<file path="config.mk">
export PLATFORM = sky130hd
export DESIGN_NAME = dsi_lane_scheduler
export DESIGN_NICKNAME = d
export VERILOG_FILES = /design/src/rtl/dsi_pkg.sv /design/src/rtl/dsi_lane_stripe.sv /design/src/rtl/dsi_lane_scheduler.sv
export SDC_FILE = /design/constraint.sdc
export NUM_CORES = 1
export LEC_CHECK = 0
export BUFFER_PORTS_ARGS = -buffer_cell sky130_fd_sc_hd__buf_2
export CAP_MARGIN = 20
export CELL_PAD_IN_SITES_DETAIL_PLACEMENT = 1
export CELL_PAD_IN_SITES_GLOBAL_PLACEMENT = 1
export CORE_UTILIZATION = 33
export CTS_CLUSTER_DIAMETER = 30
export DETAILED_ROUTE_END_ITERATION = 7
export GPL_TIMING_DRIVEN = 0
export PLACE_DENSITY = 0.95
export SYNTH_ARGS = -nofsm -noshare
export SYNTH_HDL_FRONTEND = slang
export SYNTH_SLANG_ARGS = --single-unit
</file>
<file path="constraint.sdc">
create_clock -name clk_i -period 6.9 [get_ports clk_i]
set_input_delay 0 -clock clk_i [delete_from_list [all_inputs] [get_ports clk_i]]
set_output_delay 0 -clock clk_i [all_outputs]
set_load 0.05 [all_outputs]
</file>
<file path="src/rtl/dsi_pkg.sv">
// Shared definitions for the DSI lane scheduler: FSM states, owner encoding
// and the physical lane ceiling.
package dsi_pkg;

  localparam int unsigned c_max_lanes = 4;

  typedef enum logic [2:0] {
    ST_IDLE,
    ST_LP_XFER,
    ST_HS_START,
    ST_HS_XFER,
    ST_HS_DRAIN,
    ST_GUARD,
    ST_WAIT_IDLE
  } state_t;

  typedef enum logic {
    GNT_HS,
    GNT_LP
  } grant_t;

  // Lanes 0..n_m1 set, higher lanes clear.
  function automatic logic [c_max_lanes-1:0] lane_mask(input logic [1:0] n_m1);
    lane_mask = 4'hF >> (2'd3 - n_m1);
  endfunction

endpackage

</file>
<file path="src/rtl/dsi_lane_stripe.sv">
// Registered beat-to-lane mapper: captures an accepted HS beat and produces
// the per-lane valid mask for the following cycle.
module dsi_lane_stripe
  import dsi_pkg::*;
(
  input  logic                     clk_i,
  input  logic                     rst_i,
  input  logic                     accept_i,
  input  logic [8*c_max_lanes-1:0] data_i,
  input  logic [2:0]               bytes_i,
  input  logic [1:0]               n_m1_i,
  output logic [c_max_lanes-1:0]   valid_o,
  output logic [8*c_max_lanes-1:0] data_o
);

  logic [2:0]             n_lanes;
  logic [2:0]             eff_bytes;
  logic [c_max_lanes-1:0] mask_d;

  assign n_lanes = {1'b0, n_m1_i} + 3'd1;

  // Effective byte count: 0 or more than N means a full beat of N bytes.
  always_comb begin
    eff_bytes = bytes_i;
    if (bytes_i == 3'd0 || bytes_i > n_lanes) begin
      eff_bytes = n_lanes;
    end
    mask_d = 4'hF >> (3'd4 - eff_bytes);
  end

  // Valid pulses only for one cycle per accepted beat; data holds otherwise.
  always_ff @(posedge clk_i) begin
    if (rst_i) begin
      valid_o <= '0;
      data_o  <= '0;
    end else begin
      valid_o <= accept_i ? mask_d : '0;
      if (accept_i) begin
        data_o <= data_i;
      end
    end
  end

endmodule

</file>
<file path="src/rtl/dsi_lane_scheduler.sv">
// Shares the D-PHY lanes between the HS packet stream and the LP escape
// command stream: arbitration, HS striping, drain, guard and idle check.
module dsi_lane_scheduler
  import dsi_pkg::*;
#(
  parameter int unsigned g_num_lanes   = 4,
  parameter int unsigned g_guard_ticks = 4
) (
  input  logic                     clk_i,
  input  logic                     rst_i,
  input  logic                     tick_i,
  input  logic [1:0]               num_lanes_i,
  input  logic                     hs_req_i,
  input  logic [8*c_max_lanes-1:0] hs_data_i,
  input  logic [2:0]               hs_bytes_i,
  input  logic                     hs_last_i,
  input  logic                     hs_valid_i,
  output logic                     hs_ready_o,
  input  logic                     lp_req_i,
  input  logic [7:0]               lp_data_i,
  input  logic                     lp_valid_i,
  input  logic                     lp_last_i,
  output logic                     lp_ready_o,
  output logic                     phy_hs_request_o,
  output logic [c_max_lanes-1:0]   phy_hs_valid_o,
  output logic [8*c_max_lanes-1:0] phy_hs_data_o,
  input  logic [c_max_lanes-1:0]   phy_hs_ready_i,
  output logic                     phy_lp_request_o,
  output logic [7:0]               phy_lp_data_o,
  output logic                     phy_lp_valid_o,
  input  logic                     phy_lp_ready_i,
  input  logic [c_max_lanes-1:0]   phy_idle_i,
  output logic                     busy_o,
  output logic                     grant_hs_o,
  output logic                     grant_lp_o
);

  localparam logic [1:0] c_max_n_m1   = 2'(g_num_lanes - 1);
  localparam logic [3:0] c_guard_last = 4'(g_guard_ticks - 1);

  state_t                 state_q, state_d;
  grant_t                 owner_q, last_grant_q;
  logic [1:0]             n_m1_q, n_m1_grant;
  logic [3:0]             guard_cnt_q;
  logic                   guard_first_q;
  logic                   drain_cnt_q;
  logic [c_max_lanes-1:0] act_mask;
  logic                   all_rdy, all_idle, hs_accept;

  // A lane count above the instantiated lanes is clamped at grant time.
  assign n_m1_grant = (num_lanes_i > c_max_n_m1) ? c_max_n_m1 : num_lanes_i;
  assign act_mask   = lane_mask(n_m1_q);
  assign all_rdy    = &(phy_hs_ready_i | ~act_mask);
  assign all_idle   = &(phy_idle_i | ~act_mask);

  assign busy_o     = (state_q != ST_IDLE);
  assign grant_hs_o = busy_o && (owner_q == GNT_HS);
  assign grant_lp_o = busy_o && (owner_q == GNT_LP);

  // Next-state decode and per-state lane request / handshake outputs.
  always_comb begin
    state_d          = state_q;
    hs_ready_o       = 1'b0;
    hs_accept        = 1'b0;
    lp_ready_o       = 1'b0;
    phy_hs_request_o = 1'b0;
    phy_lp_request_o = 1'b0;
    phy_lp_data_o    = '0;
    phy_lp_valid_o   = 1'b0;
    case (state_q)
      ST_IDLE: begin
        // LP wins a tie when HS had the previous grant.
        if (lp_req_i && (!hs_req_i || last_grant_q == GNT_HS)) begin
          state_d = ST_LP_XFER;
        end else if (hs_req_i) begin
          state_d = ST_HS_START;
        end
      end
      ST_LP_XFER: begin
        phy_lp_request_o = 1'b1;
        phy_lp_data_o    = lp_data_i;
        phy_lp_valid_o   = lp_valid_i;
        lp_ready_o       = phy_lp_ready_i;
        if (lp_valid_i && phy_lp_ready_i && lp_last_i) begin
          state_d = ST_GUARD;
        end
      end
      ST_HS_START: begin
        phy_hs_request_o = 1'b1;
        if (all_rdy) begin
          state_d = ST_HS_XFER;
        end
      end
      ST_HS_XFER: begin
        phy_hs_request_o = 1'b1;
        hs_ready_o       = all_rdy;
        hs_accept        = all_rdy && hs_valid_i;
        if (hs_accept && hs_last_i) begin
          state_d = ST_HS_DRAIN;
        end
      end
      ST_HS_DRAIN: begin
        phy_hs_request_o = 1'b1;
        if (drain_cnt_q) begin
          state_d = ST_GUARD;
        end
      end
      ST_GUARD: begin
        if (tick_i && !guard_first_q && guard_cnt_q == c_guard_last) begin
          state_d = ST_WAIT_IDLE;
        end
      end
      ST_WAIT_IDLE: begin
        if (all_idle) begin
          state_d = ST_IDLE;
        end
      end
      default: state_d = ST_IDLE;
    endcase
  end

  // FSM state register.
  always_ff @(posedge clk_i) begin
    if (rst_i) begin
      state_q <= ST_IDLE;
    end else begin
      state_q <= state_d;
    end
  end

  // Transfer context: owner, lane count, round-robin history, drain/guard counters.
  always_ff @(posedge clk_i) begin
    if (rst_i) begin
      owner_q       <= GNT_HS;
      last_grant_q  <= GNT_HS;
      n_m1_q        <= '0;
      guard_cnt_q   <= '0;
      guard_first_q <= 1'b0;
      drain_cnt_q   <= 1'b0;
    end else begin
      if (state_q == ST_IDLE && state_d != ST_IDLE) begin
        n_m1_q  <= n_m1_grant;
        owner_q <= (state_d == ST_LP_XFER) ? GNT_LP : GNT_HS;
      end
      if (state_q == ST_WAIT_IDLE && state_d == ST_IDLE) begin
        last_grant_q <= owner_q;
      end
      drain_cnt_q   <= (state_q == ST_HS_DRAIN) && !drain_cnt_q;
      // The first GUARD cycle ignores tick_i so a tick on entry is not counted.
      guard_first_q <= (state_d == ST_GUARD) && (state_q != ST_GUARD);
      if (state_q != ST_GUARD) begin
        guard_cnt_q <= '0;
      end else if (tick_i && !guard_first_q) begin
        guard_cnt_q <= guard_cnt_q + 4'd1;
      end
    end
  end

  dsi_lane_stripe u_stripe (
    .clk_i    (clk_i),
    .rst_i    (rst_i),
    .accept_i (hs_accept),
    .data_i   (hs_data_i),
    .bytes_i  (hs_bytes_i),
    .n_m1_i   (n_m1_q),
    .valid_o  (phy_hs_valid_o),
    .data_o   (phy_hs_data_o)
  );

endmodule

</file>
Yosys cells after proc, flatten, opt, wreduce, memory -nomap -nowiden --
Index checks and enable logic that the tools add are counted.
Word-level totals: flip-flop bits (word level) 49, input port bits 63, output and inout bits 52, logic and storage cells 80
Cells by class: add/sub/neg operators 4, $lt $le $gt $ge 2, eq/ne operators 10, shift operators 2, multiplexer cells 19, bitwise operators 6, reductions and logical operators 28
Operators by type and width (number):
- $mux W3 | 9
- $pmux W3 S7 | 1
- $logic_and A1 B1 Y1 | 13
- $eq A3 B3 Y1 const B | 4
- $logic_not A3 Y1 | 3
- $mux W8 | 1
- $or A4 B4 Y4 | 2
- $reduce_and A4 Y1 | 2
- $mux W1 | 7
- $eq A3 B1 Y1 const B | 2
- $eq A3 B2 Y1 const B | 2
- $reduce_bool A3 Y1 | 2
- $add A4 B1 Y4 const B | 1
- $eq A4 B2 Y1 const B | 1
- $not A4 Y4 | 1
- $reduce_or A2 Y1 | 2
- $shr A4 B2 Y4 const A | 1
- $shr A4 B3 Y4 const A | 1
- $add A2 B1 Y3 const B | 1
- $gt A3 B3 Y1 | 1
- $logic_not A1 Y1 | 3
- $ne A3 B3 Y1 const B | 1
- $not A1 Y1 | 3
- $reduce_or A3 Y1 | 1
- other kinds (5) | 6

Depth between registers and ports, before layout --
Gate-level depths: netlist (run 1).
depth after elaboration 11, depth in mapped cells 13

Modules after synthesis --
Synthesis (run 1) repeated with hierarchy kept, for this count alone.
Unflattened totals: cells, all modules 248, area, all modules 2389.8 um^2
Modules (own cells, without submodules):
- dsi_lane_stripe | times used 1, cells each 146, area each 1512.7 um^2, seq. area each 720.7 um^2
- dsi_lane_scheduler | times used 1, cells each 102, area each 877.1 um^2, seq. area each 260.2 um^2

Worst setup path after synthesis (run 1) --
OpenSTA, ideal clock, no wires.
path kind register to register, start register n_m1_q[1], end register u_stripe.valid_o[1], setup time 0.103 ns, data arrival time 2.575 ns, slack 4.222 ns, cell stages (with the launch flop) 13, path buffers 0, clock period less this slack 2.678 ns, cells stage by stage dfxtp_1 -> inv_1 -> ha_1 -> inv_1 -> ha_1 -> nor2b_1 -> o21a_1 -> o21ai_4 -> a22o_2 -> inv_1 -> ha_1 -> or3_4 -> a2111oi_2
Between the ends: longest elaborated chain between the ends 9, elaborated cells between the ends (all ways) 15
Ends and longest elaborated chain:
- from (decl) | line dsi_lane_scheduler.sv:43 | logic [1:0] n_m1_q, n_m1_grant;
- from (signal assigned) | line dsi_lane_scheduler.sv:142 | n_m1_q <= n_m1_grant;
- branches (longest 9 deep; another with $add A2 B1 Y3)
- to (signal assigned) | line dsi_lane_stripe.sv:37 | valid_o <= accept_i ? mask_d : '0;
- to (decl) | line dsi_lane_stripe.sv:12 | output logic [c_max_lanes-1:0] valid_o,
Parallel ways; which one is timed is not known. A chain may end at the register's enable or synchronous reset.

Worst setup path after layout (run 1) --
Same ends and word-level chain as after synthesis.

==> flow_metrics.tcl, run 1 <==
set metrics [dict create \
    synth_edf_count 0 \
    drtIter0Drc 55 \
    crit_arrival_ns 3.14 \
    max_stage_delay_ns 0.41 \
    p_per_area_nw_per_um2 190.1 \
    yosys.area.top_type "dfxtp_1" \
    final_common_cell "buf_2" \
    cts_htree_levels 2 \
    routed_wire_length_per_instance_um 14.93 \
    synth_nets 349 \
    cap_violations 0 \
    hpwl_um 5334 \
    cts-resized-gates 0 \
    synth.yosys.seq_area_share_pct 44.00 \
    antennaDiodeCount 0 \
    cts_buffers 5 \
    num_rows 29 \
    syn_area_um2 2230 \
    die_y_um 84.20 \
    io_pins 115 \
    grt_start_max_net_pins 15 \
    skew_ns 0.007852 \
    min_period_ns 2.946 \
    grt.total_usage_pct 21.89 \
    viasPerCell 4.927 \
    multiInputGateArea_um2 1151 \
    die_w_um 84.20 \
    clock_latency_ns 0.29 \
    max_freq_mhz 339.4 \
    synth_top_area_share_pct 44.00 \
    crit_chain "inv_1, ha_1, inv_1, ha_1, nor2b_1, o21a_1, o21ai_4, a22o_2, inv_1, ha_1, or3_4, a2111oi_2" \
    hold_violations 0 \
    synth_cells 278 \
    clock-sinks 49 \
    maxSlewViolCount 0 \
    synthTopCellsByArea "dfxtp_1 (44%), nand2_1 (12%), a21oi_1 (7.9%)" \
    die-area_um2 7089 \
    start_kind "flop" \
    first_pass_iters 6 \
    critPathMaxFanout 6 \
    cts.clk_slew.worst_paths_ns 0.09 \
    drt_wl_total_um 7616 \
    gp_congestion 0.7736 \
    drc 9 \
    violations "design-rule violations" \
    yosysWarnings 0 \
    vias 2513 \
    ant_nets 0 \
    drive_above_1_share_pct 30.72 \
    area_growth_pct 48.65 \
    cts_max_path_buffers 2 \
    core-area_um2 6422 \
    rsz0062_at_grt "no" \
    cp.required_ns 7.09 \
    grt_overflow 0 \
    grt_pass1_wl_um 12330 \
    seqCellArea_um2 980.9 \
    slew_headroom_pct 62.09 \
    ir_drop_mv 0.08246 \
    start_util_pct 34.72 \
    layout_common_cells "buf_2 (116), nand2_1 (69), dfxtp_1 (49)" \
    cp-end-kind "flop" \
    run_status "complete, but fails checks" \
    finalSetupViolCount 0 \
    fillers 812 \
    io_buffers 113 \
    cts_root_buffer "clkbuf_8" \
    async_reset_ff_share_pct 0 \
    ys_dominant_reg_cell "dfxtp_1" \
    totalNegativeSetupSlack_ns 0 \
    antenna_found_initial 0 \
    crit_slowest_cell "dfxtp_1" \
    layout.nets 503 \
    path_class "reg2reg" \
    worst_pin_slew_ns 0.5687 \
    avgSynthCellArea_um2 8.020 \
    ys_ff_latch 49 \
    hold_class "in2reg" \
    first_global_vias 2613 \
    cts_tree "built" \
    yosysUniqueCellTypes 43 \
    finalCritPeriodShare_pct 42.70 \
    power_leakage_nw 1.528 \
    fin_util_pct 51.61 \
]
[per-stage QoR]
stage | hold slack (ns) | cell area, µm² | power, W | cells | setup WS, ns
2_1_floorplan | 0.1360 | 2230 | 0.0004074 | 278 | 4.222
3_3_place_gp | 0.2404 | 2892 | 0.0004476 | 468 | 4.106
3_5_place_dp | 0.2479 | 2892 | 0.0004548 | 468 | 3.969
4_1_cts | 0.06033 | 3314 | 0.0006375 | 510 | 3.940
5_1_grt | 0.07189 | 3314 | 0.0006652 | 510 | 3.800
6_report | 0.06908 | 3314 | 0.0006300 | 510 | 3.954
[repair_timing]
item,in CTS,in global routing
buffers inserted,0,0
setup endpoints to repair,0,0
hold buffers,34,0
hold endpoints to repair,34,0
[metal layers]
metal  wire length, µm  vias to the layer above  track usage [%]
li1                  -                     1232                -
met1              3005                     1203            22.39
met2              4148                       66            44.11
met3               332                       12            5.113
met4               130                        0            5.486
met5                 0                        -                0
[cells by family after synthesis]
logic type / after synthesis / share of synthesized area, %
and+or+nand+nor: 131 / 27.95
AOI/OAI and AO/OA: 58 / 16.22
DFF: 49 / 44.00
buffers and inverters: 25 / 4.377
adders and majority gates: 8 / 4.490
muxes: 4 / 1.796
xor gates and xnor gates: 3 / 1.179
[final timing paths]
| kind | startpoint | endpoint | slack [ns] | depth (start not counted) |
|---|---|---|---|---|
| worst min-delay path | hs_bytes_i[0] | u_stripe.valid_o[3]$_SDFF_PP0_ | 0.07 | 3 |
| worst max register to register | n_m1_q[1]$_SDFFE_PP0P_ | u_stripe.valid_o[1]$_SDFF_PP0_ | 3.95 | 12 |
| worst min register to register | u_stripe.data_o[18]$_SDFFE_PP0P_ | u_stripe.data_o[18]$_SDFFE_PP0P_ | 0.46 | 2 |
| worst max-delay path | n_m1_q[1]$_SDFFE_PP0P_ | u_stripe.valid_o[1]$_SDFF_PP0_ | 3.95 | 12 |
[state kept, by name, summed over array words and instances, names as in the netlist]
signal	count
last_grant_q	1
u_stripe.valid_o	4
guard_first_q	1
owner_q	1
u_stripe.data_o	32
drain_cnt_q	1
guard_cnt_q	4
n_m1_q	2
state_q	3
[worst max-delay path: cells and delay by family, from the launching register on]
family          cells  cell delay, ns
flops               1            0.41
buf+inv             3            0.15
fa+ha+maj           3            0.77
compound gates      4            0.95
simple gates        2            0.55
[cells in the mapped netlist, drive strengths merged (2+ instances only)]
library cell  number
a21oi             36
a41oi              2
nand2b             7
or2                3
nand2             69
nor3               3
buf                3
and3               3
nor2              15
clkbuf            13
nand3              3
xor2               2
nor3b              2
o21ai              6
inv                9
mux2i              4
nand3b             3
nor2b              6
a21boi             2
ha                 8
dfxtp             49
and2              13
[where the power goes]
group / switching, W / internal [W] / leakage [nW]
logic: 0.000104 / 0.0000668 / 1.09
registers: 0.00000500 / 0.000289 / 0.396
clock network: 0.0000954 / 0.0000706 / 0.0450
[area by class of cell]
cell class | instances | share of cell area, %
multi-input cells | 204 | 34.73
plain buffers | 16 | 1.925
clock inverters | 2 | 0.3020
inverters | 9 | 1.019
flip-flops and latches | 49 | 29.60
well taps | 77 | 2.907
repair buffers | 147 | 27.33
clock buffers | 6 | 2.190
No activity file was read; power rests on OpenSTA's default activity.
==> run 2, diff against run 1 <==
--- a/config.mk
+++ b/config.mk
@@ -9,11 +9,11 @@
 export CAP_MARGIN = 20
 export CELL_PAD_IN_SITES_DETAIL_PLACEMENT = 1
 export CELL_PAD_IN_SITES_GLOBAL_PLACEMENT = 1
-export CORE_UTILIZATION = 33
+export CORE_UTILIZATION = 28
 export CTS_CLUSTER_DIAMETER = 30
 export DETAILED_ROUTE_END_ITERATION = 7
 export GPL_TIMING_DRIVEN = 0
-export PLACE_DENSITY = 0.95
+export PLACE_DENSITY = 0.87
 export SYNTH_ARGS = -nofsm -noshare
 export SYNTH_HDL_FRONTEND = slang
 export SYNTH_SLANG_ARGS = --single-unit
==> constraint.sdc (replaced) <==
create_clock -name clk_i -period 2.6 [get_ports clk_i]
set_input_delay 0 -clock clk_i [delete_from_list [all_inputs] [get_ports clk_i]]
set_output_delay 0 -clock clk_i [all_outputs]
set_load 0.05 [all_outputs]
==> flow_metrics.tcl, run 2 (same netlist as run 1, synthesis figures left out) <==
set metrics [dict create \
    cts_root_buffer "clkbuf_8" \
    pwr-share-clk_pct 26.1 \
    die-area_um2 8324 \
    cts_max_path_buffers 2 \
    first_global_vias 2768 \
    area_growth_pct 56.68 \
    finalSetupViolCount 1 \
    drtIter0Drc 54 \
    reg2reg_slack_ns -0.009 \
    hold_violations 0 \
    multiInputGateArea_um2 1227 \
    gp_congestion 0.8013 \
    max_freq_mhz 383.3 \
    drive_above_1_share_pct 35.23 \
    max_stage_delay_ns 0.36 \
    crit_arrival_ns 2.82 \
    r2r-start "n_m1_q[0]$_SDFFE_PP0P_" \
    grt_overflow 0 \
    maxSlewViolCount 0 \
    fin_util_pct 45.21 \
    vias 2518 \
    rr_endpoint "u_stripe.valid_o[1]$_SDFF_PP0_" \
    path_class "reg2reg" \
    ant_nets 0 \
    p_per_area_nw_per_um2 510.2 \
    intPower_w 0.001187 \
    violations "negative setup slack" \
    crit_chain "inv_4, ha_4, inv_2, ha_4, nor2b_4, o21a_1, o21ai_4, a22o_4, inv_2, ha_4, or3_4, a2111oi_4" \
    crit_family "compound AO/OA/AOI/OAI gates" \
    slew_headroom_pct 62.31 \
    cts_buffers 5 \
    routed_wire_length_per_instance_um 14.28 \
    p_sw_w 0.0005949 \
    io_pins 115 \
    min_period_ns 2.609 \
    critPathLaunch "n_m1_q[0]$_SDFFE_PP0P_" \
    antenna_found_initial 0 \
    start_kind "flop" \
    drc 0 \
    largest_reg_flops 32 \
    cts_htree_levels 2 \
    cp-end-kind "flop" \
    grt.total_usage_pct 19.27 \
    num_rows 32 \
    layout_setup_ws_ns -0.008663 \
    hold_class "in2reg" \
    clock-sinks 49 \
    layout.nets 510 \
    cts_tree "built" \
    die_y_um 91.24 \
    cp.required_ns 2.81 \
    drt_wl_total_um 7740 \
    final_common_cell "buf_2" \
    skew_ns 0.01059 \
    p_seq_share_pct 43.8 \
    seqCellArea_um2 985.9 \
    io_buffers 113 \
    die_w_um 91.24 \
    cap_violations 0 \
    crit_top_cell "ha_4" \
    crit_end "u_stripe.valid_o[1]$_SDFF_PP0_" \
    dp_slack_ns -0.3304 \
    layout_common_cells "buf_2 (116), nand2_1 (69), dfxtp_1 (47)" \
    ir_drop_mv 0.2218 \
    core-area_um2 7727 \
    grt_start_max_net_pins 17 \
    worst_pin_slew_ns 0.5654 \
    run_status "complete, but fails checks" \
    reg_top3 "u_stripe.data_o x32, guard_cnt_q x4, u_stripe.valid_o x4" \
    hold_slack_ns 0.1242 \
    crit_slowest_cell "dfxtp_2" \
    path_depth 12 \
    p_sw_share_pct 33.38 \
    fillers 985 \
    largest-register "u_stripe.data_o" \
    rsz0062_at_grt "yes" \
    hpwl_um 5373 \
    path_buf_inv 3 \
    viasPerCell 4.646 \
    start_util_pct 28.85 \
    first_pass_iters 4 \
    clock_latency_ns 0.31 \
    finalCritPeriodShare_pct 100.3 \
    antennaDiodeCount 0 \
    reg2reg_depth 12 \
    comb_power_share_pct 30.1 \
    critPathMaxFanout 6 \
    power_leakage_nw 1.573 \
    grt_pass1_wl_um 12870 \
    cts.clk_slew.worst_paths_ns 0.09 \
]
-- run 2: worst min path at each step --
stage | start | to | slack [ns] | depth (start not counted)
after floorplan | hs_data_i[0] | u_stripe.data_o[0]$_SDFFE_PP0P_ | 0.14 | 2
after global placement | hs_data_i[25] | u_stripe.data_o[25]$_SDFFE_PP0P_ | 0.24 | 3
after detailed placement | hs_data_i[26] | u_stripe.data_o[26]$_SDFFE_PP0P_ | 0.25 | 3
after CTS | hs_bytes_i[0] | u_stripe.valid_o[3]$_SDFF_PP0_ | 0.13 | 4
after global routing | hs_req_i | owner_q$_SDFFE_PP0P_ | 0.15 | 3
final | phy_idle_i[0] | state_q[1]$_SDFF_PP0_ | 0.12 | 4
-- run 2: timing repair --
action	CTS	global route
endpoints found under the setup margin	4	2
buffers inserted	7	0
pin swaps	6	3
hold buffers	34	0
resized for setup	20	1
endpoints found under the hold margin	34	0
-- run 2: per-stage QoR --
stage | cell area, µm² | instances | TNS [ns] | power (W)
after floorplan | 2232 | 278 | 0 | 0.001083
after global placement | 2925 | 493 | -0.1254 | 0.001191
after detailed placement | 2925 | 493 | -0.6944 | 0.001212
after CTS | 3491 | 542 | -0.03300 | 0.001797
after global routing | 3493 | 542 | -0.1890 | 0.001880
final | 3493 | 542 | -0.008663 | 0.001782
-- run 2: cell type report --
cell class / count / area share, %
buffer: 16 / 1.827
clock buffer: 5 / 1.970
clock inverter: 3 / 0.6447
inverter: 9 / 1.110
multi-input combinational: 204 / 35.14
sequential: 49 / 28.22
tap: 102 / 3.653
timing repair buffer: 154 / 27.44
-- run 2: power by group through the flow --
stage	Combinational, W	Sequential (W)	Clock [W]
floorplan	0.000275	0.000808	0
global placement	0.000395	0.000796	0
detailed placement	0.000414	0.000798	0
CTS	0.000534	0.000780	0.000482
global route	0.000579	0.000784	0.000518
finish	0.000537	0.000780	0.000465
-- run 2: worst reg2reg max path, stage by stage (launching register included) --
cell and delay (ns):
dfxtp_2 0.36, inv_4 0.05, ha_4 0.26, inv_2 0.04, ha_4 0.20, nor2b_4 0.12, o21a_1 0.19, o21ai_4 0.23
a22o_4 0.18, inv_2 0.04, ha_4 0.15, or3_4 0.36, a2111oi_4 0.34
-- run 2: routing by layer --
metal  vias up  share of wire [%]  GRT usage, %
met5         -                  0             0
met4         0                2.4         5.952
li1       1239                  -             -
met1      1178                 38         19.90
met2        84                 54         37.82
met3        17                5.1         4.606
==> run 3, diff against run 2 <==
--- a/config.mk
+++ b/config.mk
@@ -13,7 +13,7 @@
 export CTS_CLUSTER_DIAMETER = 30
 export DETAILED_ROUTE_END_ITERATION = 7
 export GPL_TIMING_DRIVEN = 0
-export PLACE_DENSITY = 0.87
+export PLACE_DENSITY_LB_ADDON = 0.1
 export SYNTH_ARGS = -nofsm -noshare
 export SYNTH_HDL_FRONTEND = slang
 export SYNTH_SLANG_ARGS = --single-unit
==> flow_metrics.tcl, run 3 (same netlist as run 1, synthesis figures left out) <==
set metrics [dict create \
    run_status "complete, but fails checks" \
    violations "negative setup slack" \
    cap_violations 0 \
    drt_wl_total_um 7077 \
    cts.clk_slew.worst_paths_ns 0.09 \
    start_kind "flop" \
    grt_pass1_wl_um 11900 \
    antennaDiodeCount 0 \
    drive_above_1_share_pct 35.75 \
    clock_latency_ns 0.31 \
    cts_max_path_buffers 2 \
    cp-end-kind "flop" \
    grt_use_met1_pct 20.71 \
    drtIter0Drc 57 \
    p_sw_share_pct 31.52 \
    antenna_found_initial 0 \
    ant_nets 0 \
    totalNegativeSetupSlack_ns -0.02664 \
    intPower_w 0.001302 \
    gp_congestion 0.7744 \
    comb_power_share_pct 29.6 \
    cts_tree "built" \
    min_period_ns 2.627 \
    hold_violations 0 \
    maxSlewViolCount 0 \
    cp.required_ns 2.81 \
    hold_class "in2reg" \
    first_global_vias 2592 \
    io_buffers 113 \
    cts_buffers 5 \
    skew_ns 0.009462 \
    crit_arrival_ns 2.84 \
    first_pass_iters 4 \
    vias 2444 \
    power_leakage_nw 1.593 \
    clock-sinks 49 \
    die-area_um2 8324 \
    fin_util_pct 46.08 \
    p_per_area_nw_per_um2 534.1 \
    finalCritPeriodShare_pct 101.0 \
    ir_drop_mv 0.2401 \
    dp_slack_ns -0.2401 \
    die_w_um 91.24 \
    hpwl_um 4942 \
    grt.total_usage_pct 17.78 \
    core-area_um2 7727 \
    final_common_cell "buf_2" \
    p_sw_w 0.0005994 \
    top_usage_layer "met2" \
    area_growth_pct 59.71 \
    grt_overflow 0 \
    layout_common_cells "buf_2 (116), nand2_1 (69), dfxtp_1 (47)" \
    rsz0062_at_grt "yes" \
    use_met2_pct 31.50 \
    grt_use_met3_pct 5.611 \
    start_util_pct 28.85 \
    viasPerCell 4.493 \
    path_class "reg2reg" \
    slew_headroom_pct 57.02 \
    io_pins 115 \
    reg_top3 "u_stripe.data_o x32, guard_cnt_q x4, u_stripe.valid_o x4" \
    worst_pin_slew_ns 0.6447 \
    die_y_um 91.24 \
    finalSetupViolCount 1 \
    largest_reg_flops 32 \
    routed_wire_length_per_instance_um 13.01 \
    max_freq_mhz 380.7 \
    cts_htree_levels 2 \
    p_seq_share_pct 40.9 \
    pwr-share-clk_pct 29.5 \
    fillers 974 \
    cts_root_buffer "clkbuf_8" \
    layout.nets 512 \
    grt_start_max_net_pins 17 \
    critPathMaxFanout 6 \
    layout_setup_ws_ns -0.02664 \
    num_rows 32 \
    drc 0 \
    largest-register "u_stripe.data_o" \
]
## run 3: cell count changes in the layout (fill, tap and decap cells not counted), sizes merged
cell	previous run	this run
buf	123	125
bufinv	0	1
clkinv	3	1
clkinvlp	0	1
## run 3: worst paths after layout
check | from | endpoint | slack, ns | depth (start not counted)
setup / recovery | n_m1_q[1]$_SDFFE_PP0P_ | u_stripe.valid_o[1]$_SDFF_PP0_ | -0.03 | 12
hold / removal | hs_req_i | owner_q$_SDFFE_PP0P_ | 0.11 | 3
setup reg to reg | n_m1_q[1]$_SDFFE_PP0P_ | u_stripe.valid_o[1]$_SDFF_PP0_ | -0.03 | 12
hold reg to reg | u_stripe.data_o[13]$_SDFFE_PP0P_ | u_stripe.data_o[13]$_SDFFE_PP0P_ | 0.46 | 2
## run 3: worst max-delay path, cell delays in order (launching register included)
cell	delay (ns)
dfxtp_4	0.37
inv_2	0.04
ha_4	0.28
inv_4	0.03
ha_4	0.20
nor2b_4	0.11
o21a_1	0.21
o21ai_4	0.26
a22o_4	0.19
inv_2	0.04
ha_4	0.15
or3_4	0.36
a2111oi_4	0.29
## run 3: timing repair
| action | in CTS | in global routing |
|---|---|---|
| endpoints found under the setup margin | 4 | 4 |
| hold buffers | 34 | 0 |
| pin swaps | 7 | 8 |
| resized for setup | 15 | 11 |
| buffers inserted | 8 | 1 |
| hold endpoints to repair | 34 | 0 |
## run 3: area by class of cell
class / instances / area [µm²] / area share, %
Sequential cell: 49 / 985.9 / 27.69
Timing Repair Buffer: 156 / 977.2 / 27.44
Multi-Input combinational cell: 204 / 1252 / 35.17
Inverter: 9 / 38.79 / 1.089
Buffer: 16 / 63.81 / 1.792
Tap cell: 102 / 127.6 / 3.584
Clock inverter: 3 / 46.29 / 1.300
Clock buffer: 5 / 68.82 / 1.933
## run 3: metrics by stage
stage,cell area (µm²),cells,total power [W],hold WS [ns]
floorplan,2232,278,0.001083,0.1360
CTS,3512,543,0.001891,0.1098
finish,3561,544,0.001902,0.1102
global placement,2925,493,0.001199,0.2405
global route,3561,544,0.002000,0.1169
detailed placement,2925,493,0.001207,0.2474
## run 3: per-layer routing
layer / part of all wire, % / vias up / wire length [µm]
met2: 48 / 70 / 3423
met3: 7.4 / 4 / 522
met4: 0.65 / 0 / 46
met1: 44 / 1124 / 3085
met5: 0 / - / 0
li1: - / 1246 / -
## run 3: power by group through the flow
stage | clock network [W] | logic (W) | registers (W)
after floorplan | 0 | 0.000275 | 0.000808
after global routing | 0.000606 | 0.000613 | 0.000781
after detailed placement | 0 | 0.000410 | 0.000797
after global placement | 0 | 0.000403 | 0.000797
after CTS | 0.000582 | 0.000530 | 0.000779
final | 0.000561 | 0.000563 | 0.000779
